$ cat src/rtl/rr_grant_arbiter16_if.sv
// Request/grant bundle between the 16 requesters and the round-robin arbiter.
// The requester side drives req/done; the arbiter side drives the grant outputs.
interface rr_grant_arbiter16_if;
   logic [15:0] req;
   logic        done;
   logic [15:0] gnt;
   logic [3:0]  gnt_idx;
   logic        gnt_valid;
   logic        timeout;

   modport master (
      output req,
      output done,
      input  gnt,
      input  gnt_idx,
      input  gnt_valid,
      input  timeout
   );

   modport slave (
      input  req,
      input  done,
      output gnt,
      output gnt_idx,
      output gnt_valid,
      output timeout
   );
endinterface

$ cat src/rtl/rr_grant_arbiter16.sv
// Round-robin arbiter for 16 requesters.
// A winner is picked in IDLE by scanning upward from the last owner.
// The winner holds the resource until it releases, drops its request, or
// uses up MAX_HOLD cycles. One GAP cycle always separates two owners.
// All outputs come straight from registers.
module rr_grant_arbiter16 #(
   parameter int MAX_HOLD = 8
) (
   input logic                 clk,
   input logic                 rst,
   rr_grant_arbiter16_if.slave bus
);

   typedef enum logic [1:0] {
      IDLE  = 2'd0,
      GRANT = 2'd1,
      GAP   = 2'd2
   } state_t;

   state_t      state;
   state_t      state_next;
   logic [3:0]  ptr;
   logic [3:0]  ptr_next;
   logic [7:0]  hold_cnt;
   logic [7:0]  hold_cnt_next;
   logic [15:0] gnt_q;
   logic [15:0] gnt_next;
   logic [3:0]  idx_q;
   logic [3:0]  idx_next;
   logic        valid_q;
   logic        valid_next;
   logic        timeout_q;
   logic        timeout_next;

   logic        found;
   logic [3:0]  winner;
   logic [3:0]  cand;
   logic        release_req;
   logic        hold_done;

   // Scan candidates ptr+1 .. ptr+16 (mod 16). The first requesting index wins.
   always_comb begin
      found  = 1'b0;
      winner = ptr;
      cand   = ptr;
      for (int k = 1; k <= 16; k++) begin
         cand = ptr + 4'(k);
         if (!found && bus.req[cand]) begin
            found  = 1'b1;
            winner = cand;
         end
      end
   end

   assign release_req = bus.done | ~bus.req[idx_q];
   assign hold_done   = (hold_cnt == 8'(MAX_HOLD));

   // Compute the next state and the next registered outputs.
   // A timeout is reported only when the hold budget alone ends the ownership.
   always_comb begin
      state_next    = state;
      ptr_next      = ptr;
      hold_cnt_next = hold_cnt;
      gnt_next      = gnt_q;
      idx_next      = idx_q;
      valid_next    = valid_q;
      timeout_next  = 1'b0;

      case (state)
         IDLE: begin
            if (found) begin
               state_next    = GRANT;
               idx_next      = winner;
               gnt_next      = 16'd1 << winner;
               valid_next    = 1'b1;
               hold_cnt_next = 8'd1;
            end
         end
         GRANT: begin
            if (release_req || hold_done) begin
               state_next   = GAP;
               gnt_next     = 16'd0;
               valid_next   = 1'b0;
               ptr_next     = idx_q;
               timeout_next = hold_done & ~release_req;
            end else begin
               hold_cnt_next = hold_cnt + 8'd1;
            end
         end
         GAP: begin
            state_next = IDLE;
         end
         default: begin
            state_next = IDLE;
            gnt_next   = 16'd0;
            valid_next = 1'b0;
         end
      endcase
   end

   // State and output registers. Reset puts ptr at 15 so requester 0 goes first.
   always_ff @(posedge clk) begin
      if (rst) begin
         state     <= IDLE;
         ptr       <= 4'd15;
         hold_cnt  <= 8'd0;
         gnt_q     <= 16'd0;
         idx_q     <= 4'd0;
         valid_q   <= 1'b0;
         timeout_q <= 1'b0;
      end else begin
         state     <= state_next;
         ptr       <= ptr_next;
         hold_cnt  <= hold_cnt_next;
         gnt_q     <= gnt_next;
         idx_q     <= idx_next;
         valid_q   <= valid_next;
         timeout_q <= timeout_next;
      end
   end

   assign bus.gnt       = gnt_q;
   assign bus.gnt_idx   = idx_q;
   assign bus.gnt_valid = valid_q;
   assign bus.timeout   = timeout_q;

endmodule

$ cat src/flat_wrapper.sv
// flat-port wrapper written by rule: the top's interface ports become plain ports
module rr_grant_arbiter16_flat 
#(
   parameter int MAX_HOLD = 8
)
  (clk, rst, bus_req, bus_done, bus_gnt, bus_gnt_idx, bus_gnt_valid, bus_timeout);
  rr_grant_arbiter16_if bus_i ();
  input logic clk;
  input logic rst;
  input wire logic [$bits(bus_i.req)-1:0] bus_req;
  input wire logic [$bits(bus_i.done)-1:0] bus_done;
  output wire logic [$bits(bus_i.gnt)-1:0] bus_gnt;
  output wire logic [$bits(bus_i.gnt_idx)-1:0] bus_gnt_idx;
  output wire logic [$bits(bus_i.gnt_valid)-1:0] bus_gnt_valid;
  output wire logic [$bits(bus_i.timeout)-1:0] bus_timeout;
  assign bus_i.req = bus_req;
  assign bus_i.done = bus_done;
  assign bus_gnt = bus_i.gnt;
  assign bus_gnt_idx = bus_i.gnt_idx;
  assign bus_gnt_valid = bus_i.gnt_valid;
  assign bus_timeout = bus_i.timeout;
  rr_grant_arbiter16 #(.MAX_HOLD(MAX_HOLD)) u_core (.clk(clk), .rst(rst), .bus(bus_i));
endmodule
$ cat config.mk
export PLATFORM = sky130hd
export DESIGN_NAME = rr_grant_arbiter16_flat
export DESIGN_NICKNAME = d
export VERILOG_FILES = /design/src/rtl/rr_grant_arbiter16_if.sv /design/src/rtl/rr_grant_arbiter16.sv /design/src/flat_wrapper.sv
export SDC_FILE = /design/constraint.sdc
export NUM_CORES = 1
export LEC_CHECK = 0
export CAP_MARGIN = 20
export CORE_MARGIN = 3
export CORE_UTILIZATION = 30
export DETAILED_ROUTE_END_ITERATION = 8
export GPL_TIMING_DRIVEN = 1
export SKIP_CTS_REPAIR_TIMING = 1
export SLEW_MARGIN = 15
export SYNTH_ARGS = -nofsm -noshare
export SYNTH_HDL_FRONTEND = slang
export SYNTH_SLANG_ARGS = --single-unit
$ cat constraint.sdc
create_clock -name clk -period 12.1 [get_ports clk]
set_input_delay 2.42 -clock clk [delete_from_list [all_inputs] [get_ports clk]]
set_output_delay 2.42 -clock clk [all_outputs]
set_load 0.005 [all_outputs]
# == After elaboration in Yosys (flattened, before gate mapping) ==
# Cells that the tools add are included.
# totals
register_bits,36
output_inout_bits,22
elab_cells,171
inputBits,19
# op_classes
eq_ne,6
reduce_logical,39
bitwise_logic,7
order_cmp,17
mux,78
n_addsub,16
shifts,1
# op_table
op,n
< comparator 4 x 5 -> 1 bit (second input constant),17
binary-select mux 1 bit (select 4 bit),17
two-way mux 4 bit,16
case mux 16 bit (3 select lines),1
two-way mux 1 bit,35
adder 4 bit (second input constant),8
two-way mux 16 bit,2
adder 4 x 3 -> 4 bit (second input constant),4
two-way mux 8 bit,2
case mux 8 bit (2 select lines),1
left shift 1 x 4 -> 16 bit (first input constant),1
logical AND 1 bit,15
logical NOT 1 bit,15
adder 4 x 2 -> 4 bit (second input constant),2
adder 8 x 1 -> 8 bit (second input constant),1
== test 8 x 4 -> 1 bit (second input constant),1
AND reduction 2 bit,3
AND reduction 3 bit,2
NOT 1 bit,5
adder 4 x 1 -> 4 bit (second input constant),1
two-way mux 2 bit,2
!= test 2 x 1 -> 1 bit (second input constant),2
case mux 2 bit (2 select lines),1
case mux 1 bit (3 select lines),1
other kinds (9),9

# == Logic depth before layout (Yosys ltp) ==
# Gate-level depths: netlist of run 1.
# depth
ltp_word,52
mapped_depth,19
depth_no_buf,12

# == Worst setup path after synthesis of run 1 ==
# Ideal clock, no wire load.
# synth_path
path_type,input to register
startpoint,input bus_req[11]
endpoint,register u_core.gnt_q[12] (netlist: u_core.bus.gnt[12])
path_buffers,0
setup_slack_ns,6.997
required_time_ns,11.983
cell_stages,9
t_arrival_ns,4.985
path_cell_list,mux4_1 > mux2_2 > a221o_1 > or4_1 > o211a_1 > o22a_1 > a31oi_2 > nor3_2 > a32o_1
# synth_via
elab_chain_cells,51
# synth_rtl
element,line_no,source
"start, declared",flat_wrapper.sv:10,input wire logic [$bits(bus_i.req)-1:0] bus_req;
binary-select mux 1 bit (select 4 bit),rr_grant_arbiter16.sv:48,if (!found && bus.req[cand]) begin
two-way mux 1 bit (implied by the code),rr_grant_arbiter16.sv:48,
two-way mux 1 bit,rr_grant_arbiter16.sv:48,
logical NOT 1 bit,rr_grant_arbiter16.sv:48,
logical AND 1 bit,rr_grant_arbiter16.sv:48,
two-way mux 1 bit,rr_grant_arbiter16.sv:48,
logical NOT 1 bit,rr_grant_arbiter16.sv:48,
logical AND 1 bit,rr_grant_arbiter16.sv:48,
[... 35 more ...],n/a,
logical AND 1 bit,rr_grant_arbiter16.sv:48,
two-way mux 1 bit,rr_grant_arbiter16.sv:48,
logical NOT 1 bit,rr_grant_arbiter16.sv:48,
logical AND 1 bit,rr_grant_arbiter16.sv:48,
two-way mux 4 bit,rr_grant_arbiter16.sv:48,
left shift 1 x 4 -> 16 bit,rr_grant_arbiter16.sv:74,gnt_next = 16'd1 << winner;
two-way mux 16 bit,rr_grant_arbiter16.sv:71,if (found) begin
case mux 16 bit (3 select lines),rr_grant_arbiter16.sv:69,case (state)
"end signal, assigned",rr_grant_arbiter16.sv:115,gnt_q <= gnt_next;
"end, declared",rr_grant_arbiter16.sv:26,logic [15:0] gnt_q;
# Parallel ways exist; a longest one is shown, timed or not. The select of a mux whose other input is x is not followed.
# A chain may end at the register's enable or synchronous reset.

# == Final worst setup path of run 1 ==
# layout_path
startpoint,input bus_req[6]
endpoint,register u_core.gnt_q[12] (netlist: u_core.bus.gnt[12])
# The elaborated chain is that of the path after synthesis.

==> impl_metrics.csv, run 1 <==
group,metric,value,unit
power_and_ir_drop,powerDensity,266,nW/um^2
synthesis,synthTopCellsByArea,"mux4_2, dfxtp_1, mux2i_1, mux4_1, nor2_1",
timing,max_freq,164,MHz
detailed_routing,vias_per_cell,6.14,
final_layout,mostFrequentLayoutCells,"nor2_1, clkdlybuf4s50_1, dfxtp_1, mux4_2, nand2_1",
worst_hold_path,hold_depth,2,
detailed_routing,drc,0,
cts,clk_latency,0.28,ns
worst_setup_path,reg2reg_to,"u_core.bus.gnt[12]$_SDFFE_PP0P_",
worst_setup_path,worst-r2r-setup-slack,6.64,ns
worst_setup_path,cp.required,12.32,ns
floorplan,row_count,43,
cts,htreeDepth,2,
detailed_routing,drt_iter0_markers,364,
worst_setup_path,cp.arrival,6.31,ns
synthesis,yosys_warnings,0,
synthesis,ys_ff_latch,36,
timing,setup_violations,0,
timing,slew_headroom,0.360,
final_layout,drive_gt1_frac,0.181,
synthesis,synth-edff-count,0,
global_route,first_global_vias,3902,
worst_setup_path,timing.rr.start,"u_core.ptr[0]$_SDFFE_PP1P_",
synthesis,yosysSeqAreaShare,0.165,
cts,clock_path_buffers,2,
cts,clkSlewWorstSetupHoldPaths,0.05,ns
timing,rsz0062_at_grt,"no",
final_layout,nNetsFinal,504,
run_status,status,"finished clean",
cts,cts_root_buf,"clkbuf_16",
final_layout,fillers,1434,
place,place_area,4840,um^2
timing,final_max_slew_viol_count,0,
synthesis,synth_area_per_cell,9.66,um^2
final_layout,area_growth,13.6,%
worst_hold_path,worstHoldStart,"u_core.bus.gnt[13]$_SDFFE_PP0P_",
synthesis,synth_cell_types,86,
place,hpwl,9620,um
power_and_ir_drop,vdd_drop_max,0.132,mV
timing,tightestPinTransition,0.960,ns
synthesis,synthArstFlopShare,0,
synthesis,ys.flop_type,"dfxtp_1",
place,place.gp.congestion,1.01,
detailed_routing,dr.pass1.iters,7,
cts,numCtsBuffers,5,
worst_setup_path,cp_max_fo,10,
detailed_routing,drt-met1-wl,5590,um
detailed_routing,wl,12800,um
final_layout,design_area,4970,um^2
detailed_routing,top_layer_used,"met4",
final_layout,final_common_cell,"nor2_1",
timing,period_share,0.504,
global_route,grt_antenna_before_repair,0,
worst_hold_path,hp-class,"reg -> reg",
detailed_routing,wl_met2,5870,um
detailed_routing,met3WireLength,1060,um
worst_setup_path,start_kind,"input port",
detailed_routing,final_antenna_net_count,0,
run,cap_viol_max_count,0,
floorplan,dieWidth,127,um
floorplan,start_util,0.310,
global_route,grtUsageTotal,0.158,
cts,cts_tree,"built",
timing,period_minus_slack,6.09,ns
timing,tns,0,ns
global_route,grt_pass1_wl,20800,um
synthesis,syn_inst,453,
final_layout,final_cells,655,
worst_hold_path,whs_endpoint,"u_core.bus.gnt[13]$_SDFFE_PP0P_",
synthesis,syn-cell-area,4380,um^2
floorplan,die_area,16100,um^2
synthesis,yosysTopAreaCellShare,0.175,
floorplan,core,14100,um^2
detailed_routing,num_vias,4022,
timing,hold_viol,0,
place,numPortBuffers,40,
cts,cts_sinks,36,
synthesis,syn_nets,482,
detailed_routing,wl_per_cell,19.6,um
global_route,globalRouteOverflowTotal,0,
power_and_ir_drop,p_leak,0.00177,uW
timing,worst_hold_slack,0.458,ns
floorplan,die_h,127,um
worst_setup_path,reg2reg_depth,13,
final_layout,final_util,0.353,
final_layout,diodes,0,
timing,fin_worst_skew,0.00455,ns
global_route,grt_max_degree,34,
worst_setup_path,end_kind,"flop",
floorplan,num_io_pins,41,
place,dp_cells,648,
synthesis,yosysTopAreaCell,"mux4_2",
worst_setup_path,path_class,"in -> reg",
-- power by group --
group          switching (uW)  total (uW)  internal [uW]
registers                22.4         168            146
logic                     614        1030            421
clock network            45.6         120           74.7
-- logic make-up (layout without fill, tap and decap cells) --
logic type	after synthesis	after routing	share of synthesized area
AO/OA/AOI/OAI	112	112	0.194
XOR/XNOR	20	20	0.0486
buffers and inverters	47	69	0.0595
multiplexers	83	83	0.323
adder cells (fa/ha/maj)	10	10	0.0286
flip-flops	36	36	0.165
AND/OR/NAND/NOR	145	145	0.182
-- layer usage --
metal  up-vias  global-route usage
li1       1822                   -
met1      1955               0.218
met2       215               0.245
met3        30              0.0387
met4         0              0.0492
met5         -                   0
-- sequential cells by signal (all words and copies together) (netlist names) --
register	count
u_core.bus.gnt_idx	4
u_core.hold_cnt	8
u_core.bus.gnt	16
u_core.ptr	4
u_core.bus.timeout	1
u_core.bus.gnt_valid	1
u_core.state	2
-- metrics by stage --
step / power, uW / setup WS, ns
2_1_floorplan: 958 / 7.00
3_3_place_gp: 1180 / 5.80
3_5_place_dp: 1180 / 5.80
4_1_cts: 1310 / 6.09
5_1_grt: 1420 / 5.79
6_report: 1320 / 6.01
-- worst max-delay path by stage --
stage           startpoint  cells after the start  slack, ns                               to
2_1_floorplan  bus_req[11]                      9       7.00  u_core.bus.gnt[12]$_SDFFE_PP0P_
3_3_place_gp    bus_req[6]                     11       5.80   u_core.bus.gnt[8]$_SDFFE_PP0P_
3_5_place_dp    bus_req[6]                     11       5.80  u_core.bus.gnt[12]$_SDFFE_PP0P_
4_1_cts         bus_req[6]                     11       6.09  u_core.hold_cnt[4]$_SDFFE_PP0P_
5_1_grt         bus_req[6]                     11       5.79  u_core.hold_cnt[4]$_SDFFE_PP0P_
6_report        bus_req[6]                     11       6.01  u_core.bus.gnt[12]$_SDFFE_PP0P_
-- critical path, stage by stage --
cell and delay, ns:
clkdlybuf4s50_1 0.61, mux4_1 0.66, mux2_2 0.34, mux2i_2 0.30
and4b_1 0.45, nand2_2 0.15, nor2_1 0.28, o221a_1 0.23
a31oi_1 0.07, nor2_1 0.52, a32o_1 0.28
-- layout make-up --
type	count	area [um^2]	area share
clock buffers	6	129	0.0259
clock inverters	1	5.00	0.00101
inverters	18	67.6	0.0136
multi-input cells	370	3400	0.683
flip-flops and latches	36	721	0.145
well taps	180	225	0.0453
repair buffers	44	430	0.0865
-- cell usage after synthesis, types with 8 or more instances --
library cell,n
a32o_1,11
mux4_2,34
mux2_2,12
nand2_1,25
nor2b_1,8
nor2_1,46
a21oi_1,22
buf_2,10
ha_1,10
o21ai_0,11
mux2i_1,23
xor2_1,9
inv_1,17
nand3_1,11
clkbuf_1,8
dfxtp_1,36
(Power assumes the default switching activity.)
==> run 2, diff against run 1 <==
clock period = 6.1 ns   (was 12.1 ns; I/O delays follow)
==> impl_metrics.csv, run 2 (same netlist as run 1, synthesis figures left out) <==
group,metric,value,unit
run_status,status,"finished clean",
timing,period_share,0.807,
cts,cts_tree,"built",
power_and_ir_drop,intPower,1270,uW
cts,clk_latency,0.28,ns
global_route,grt_antenna_before_repair,0,
final_layout,largest_reg_flops,16,
detailed_routing,wl_per_cell,19.3,um
timing,tns,0,ns
worst_setup_path,cp.arrival,5.09,ns
final_layout,register_area,721,um^2
power_and_ir_drop,combPwrFrac,0.782,
worst_hold_path,whs_endpoint,"u_core.bus.gnt[7]$_SDFFE_PP0P_",
final_layout,drive_gt1_frac,0.180,
detailed_routing,drc,0,
cts,cts_root_buf,"clkbuf_16",
final_layout,area_growth,13.4,%
floorplan,die_h,127,um
timing,period_minus_slack,4.92,ns
final_layout,diodes,0,
place,hpwl,9700,um
global_route,globalRouteOverflowTotal,0,
cts,clkSlewWorstSetupHoldPaths,0.05,ns
worst_setup_path,start_kind,"flop",
run,cap_viol_max_count,0,
power_and_ir_drop,p_leak,0.00177,uW
place,dp_slack,1.05,ns
power_and_ir_drop,switching_share,0.511,
power_and_ir_drop,seqPwrFrac,0.130,
final_layout,fillers,1443,
detailed_routing,dr.pass1.iters,5,
timing,tightestPinTransition,0.938,ns
place,place.gp.congestion,0.983,
worst_hold_path,hp-class,"reg -> reg",
power_and_ir_drop,vdd_drop_max,0.252,mV
detailed_routing,wl,12600,um
worst_setup_path,cp-startpoint,"u_core.ptr[1]$_SDFFE_PP1P_",
final_layout,nNetsFinal,504,
global_route,grt_max_degree,33,
worst_setup_path,timing.rr.start,"u_core.ptr[1]$_SDFFE_PP1P_",
final_layout,multi_input_area,3400,um^2
floorplan,row_count,43,
final_layout,final_common_cell,"nor2_1",
cts,htreeDepth,2,
floorplan,core,14100,um^2
worst_setup_path,end_kind,"flop",
floorplan,dieWidth,127,um
detailed_routing,drt_iter0_markers,362,
timing,setup_violations,0,
global_route,first_global_vias,3737,
detailed_routing,num_vias,3941,
final_layout,final_util,0.352,
worst_setup_path,reg2reg_to,"u_core.hold_cnt[4]$_SDFFE_PP0P_",
power_and_ir_drop,powerDensity,522,nW/um^2
detailed_routing,final_antenna_net_count,0,
worst_setup_path,path_class,"reg -> reg",
timing,hold_viol,0,
worst_hold_path,worstHoldStart,"u_core.bus.gnt[7]$_SDFFE_PP0P_",
power_and_ir_drop,clkPwrFrac,0.088,
final_layout,mostFrequentLayoutCells,"nor2_1, clkdlybuf4s50_1, dfxtp_1, mux4_2, nand2_1",
place,numPortBuffers,40,
power_and_ir_drop,power_switching,1320,uW
global_route,grt_pass1_wl,20800,um
timing,max_freq,203,MHz
cts,numCtsBuffers,5,
cts,clock_path_buffers,2,
timing,slew_headroom,0.375,
worst_setup_path,worst-r2r-setup-slack,1.18,ns
timing,final_max_slew_viol_count,0,
worst_setup_path,reg2reg_depth,12,
timing,rsz0062_at_grt,"no",
cts,cts_sinks,36,
worst_hold_path,hold_depth,2,
floorplan,num_io_pins,41,
worst_setup_path,cp_max_fo,32,
floorplan,die_area,16100,um^2
timing,worst_slack,1.18,ns
floorplan,start_util,0.310,
detailed_routing,vias_per_cell,6.04,
timing,fin_worst_skew,0.00276,ns
worst_setup_path,cp.required,6.27,ns
global_route,grtUsageTotal,0.158,
run 2: metrics by stage:
| step | cell area, um^2 | hold slack [ns] | instances | power [uW] |
|---|---|---|---|---|
| 2_1_floorplan | 4380 | 0.449 | 453 | 1900 |
| 3_3_place_gp | 4840 | 0.449 | 648 | 2330 |
| 3_5_place_dp | 4840 | 0.449 | 648 | 2330 |
| 4_1_cts | 4960 | 0.464 | 653 | 2580 |
| 5_1_grt | 4960 | 0.479 | 653 | 2790 |
| 6_report | 4960 | 0.460 | 653 | 2590 |
run 2: worst max path at each step:
stage,to,slack [ns],cells past startpoint
final,u_core.hold_cnt[4]$_SDFFE_PP0P_,1.18,12
after global routing,u_core.hold_cnt[5]$_SDFFE_PP0P_,0.78,12
after CTS,u_core.hold_cnt[4]$_SDFFE_PP0P_,1.20,12
after detailed placement,u_core.hold_cnt[4]$_SDFFE_PP0P_,1.05,11
after global placement,u_core.bus.gnt[8]$_SDFFE_PP0P_,1.07,11
after floorplan,u_core.bus.gnt[12]$_SDFFE_PP0P_,1.86,17
run 2: critical path, stage by stage, from the launching register on:
cell and delay, ns:
dfxtp_1 0.32, buf_4 0.43, ha_1 0.51, xor2_2 0.73, mux4_2 0.67, mux2i_4 0.25
and4b_1 0.43, nand4_4 0.22, o31ai_4 0.45, o21ai_1 0.35, nand4_1 0.21, xor2_1 0.18
nor2_1 0.05
run 2: final cells by class:
| type | count | area share |
|---|---|---|
| Sequential cell | 36 | 0.145 |
| Inverter | 18 | 0.0136 |
| Timing Repair Buffer | 44 | 0.0867 |
| Clock buffer | 5 | 0.0252 |
| Tap cell | 180 | 0.0454 |
| Multi-Input combinational cell | 370 | 0.684 |
run 2: per-layer routing:
metal	up-vias	share of wire	track usage
met2	161	0.47	0.251
li1	1818	-	-
met1	1942	0.44	0.225
met5	-	0	0
met4	0	0.018	0.0315
met3	20	0.076	0.0303
run 2: power by group through the flow:
stage	clock network, uW	logic, uW	registers [uW]
5_1_grt	249	2200	343
3_3_place_gp	0	1990	340
3_5_place_dp	0	1990	342
4_1_cts	236	2000	337
6_report	229	2030	337
2_1_floorplan	0	1570	333
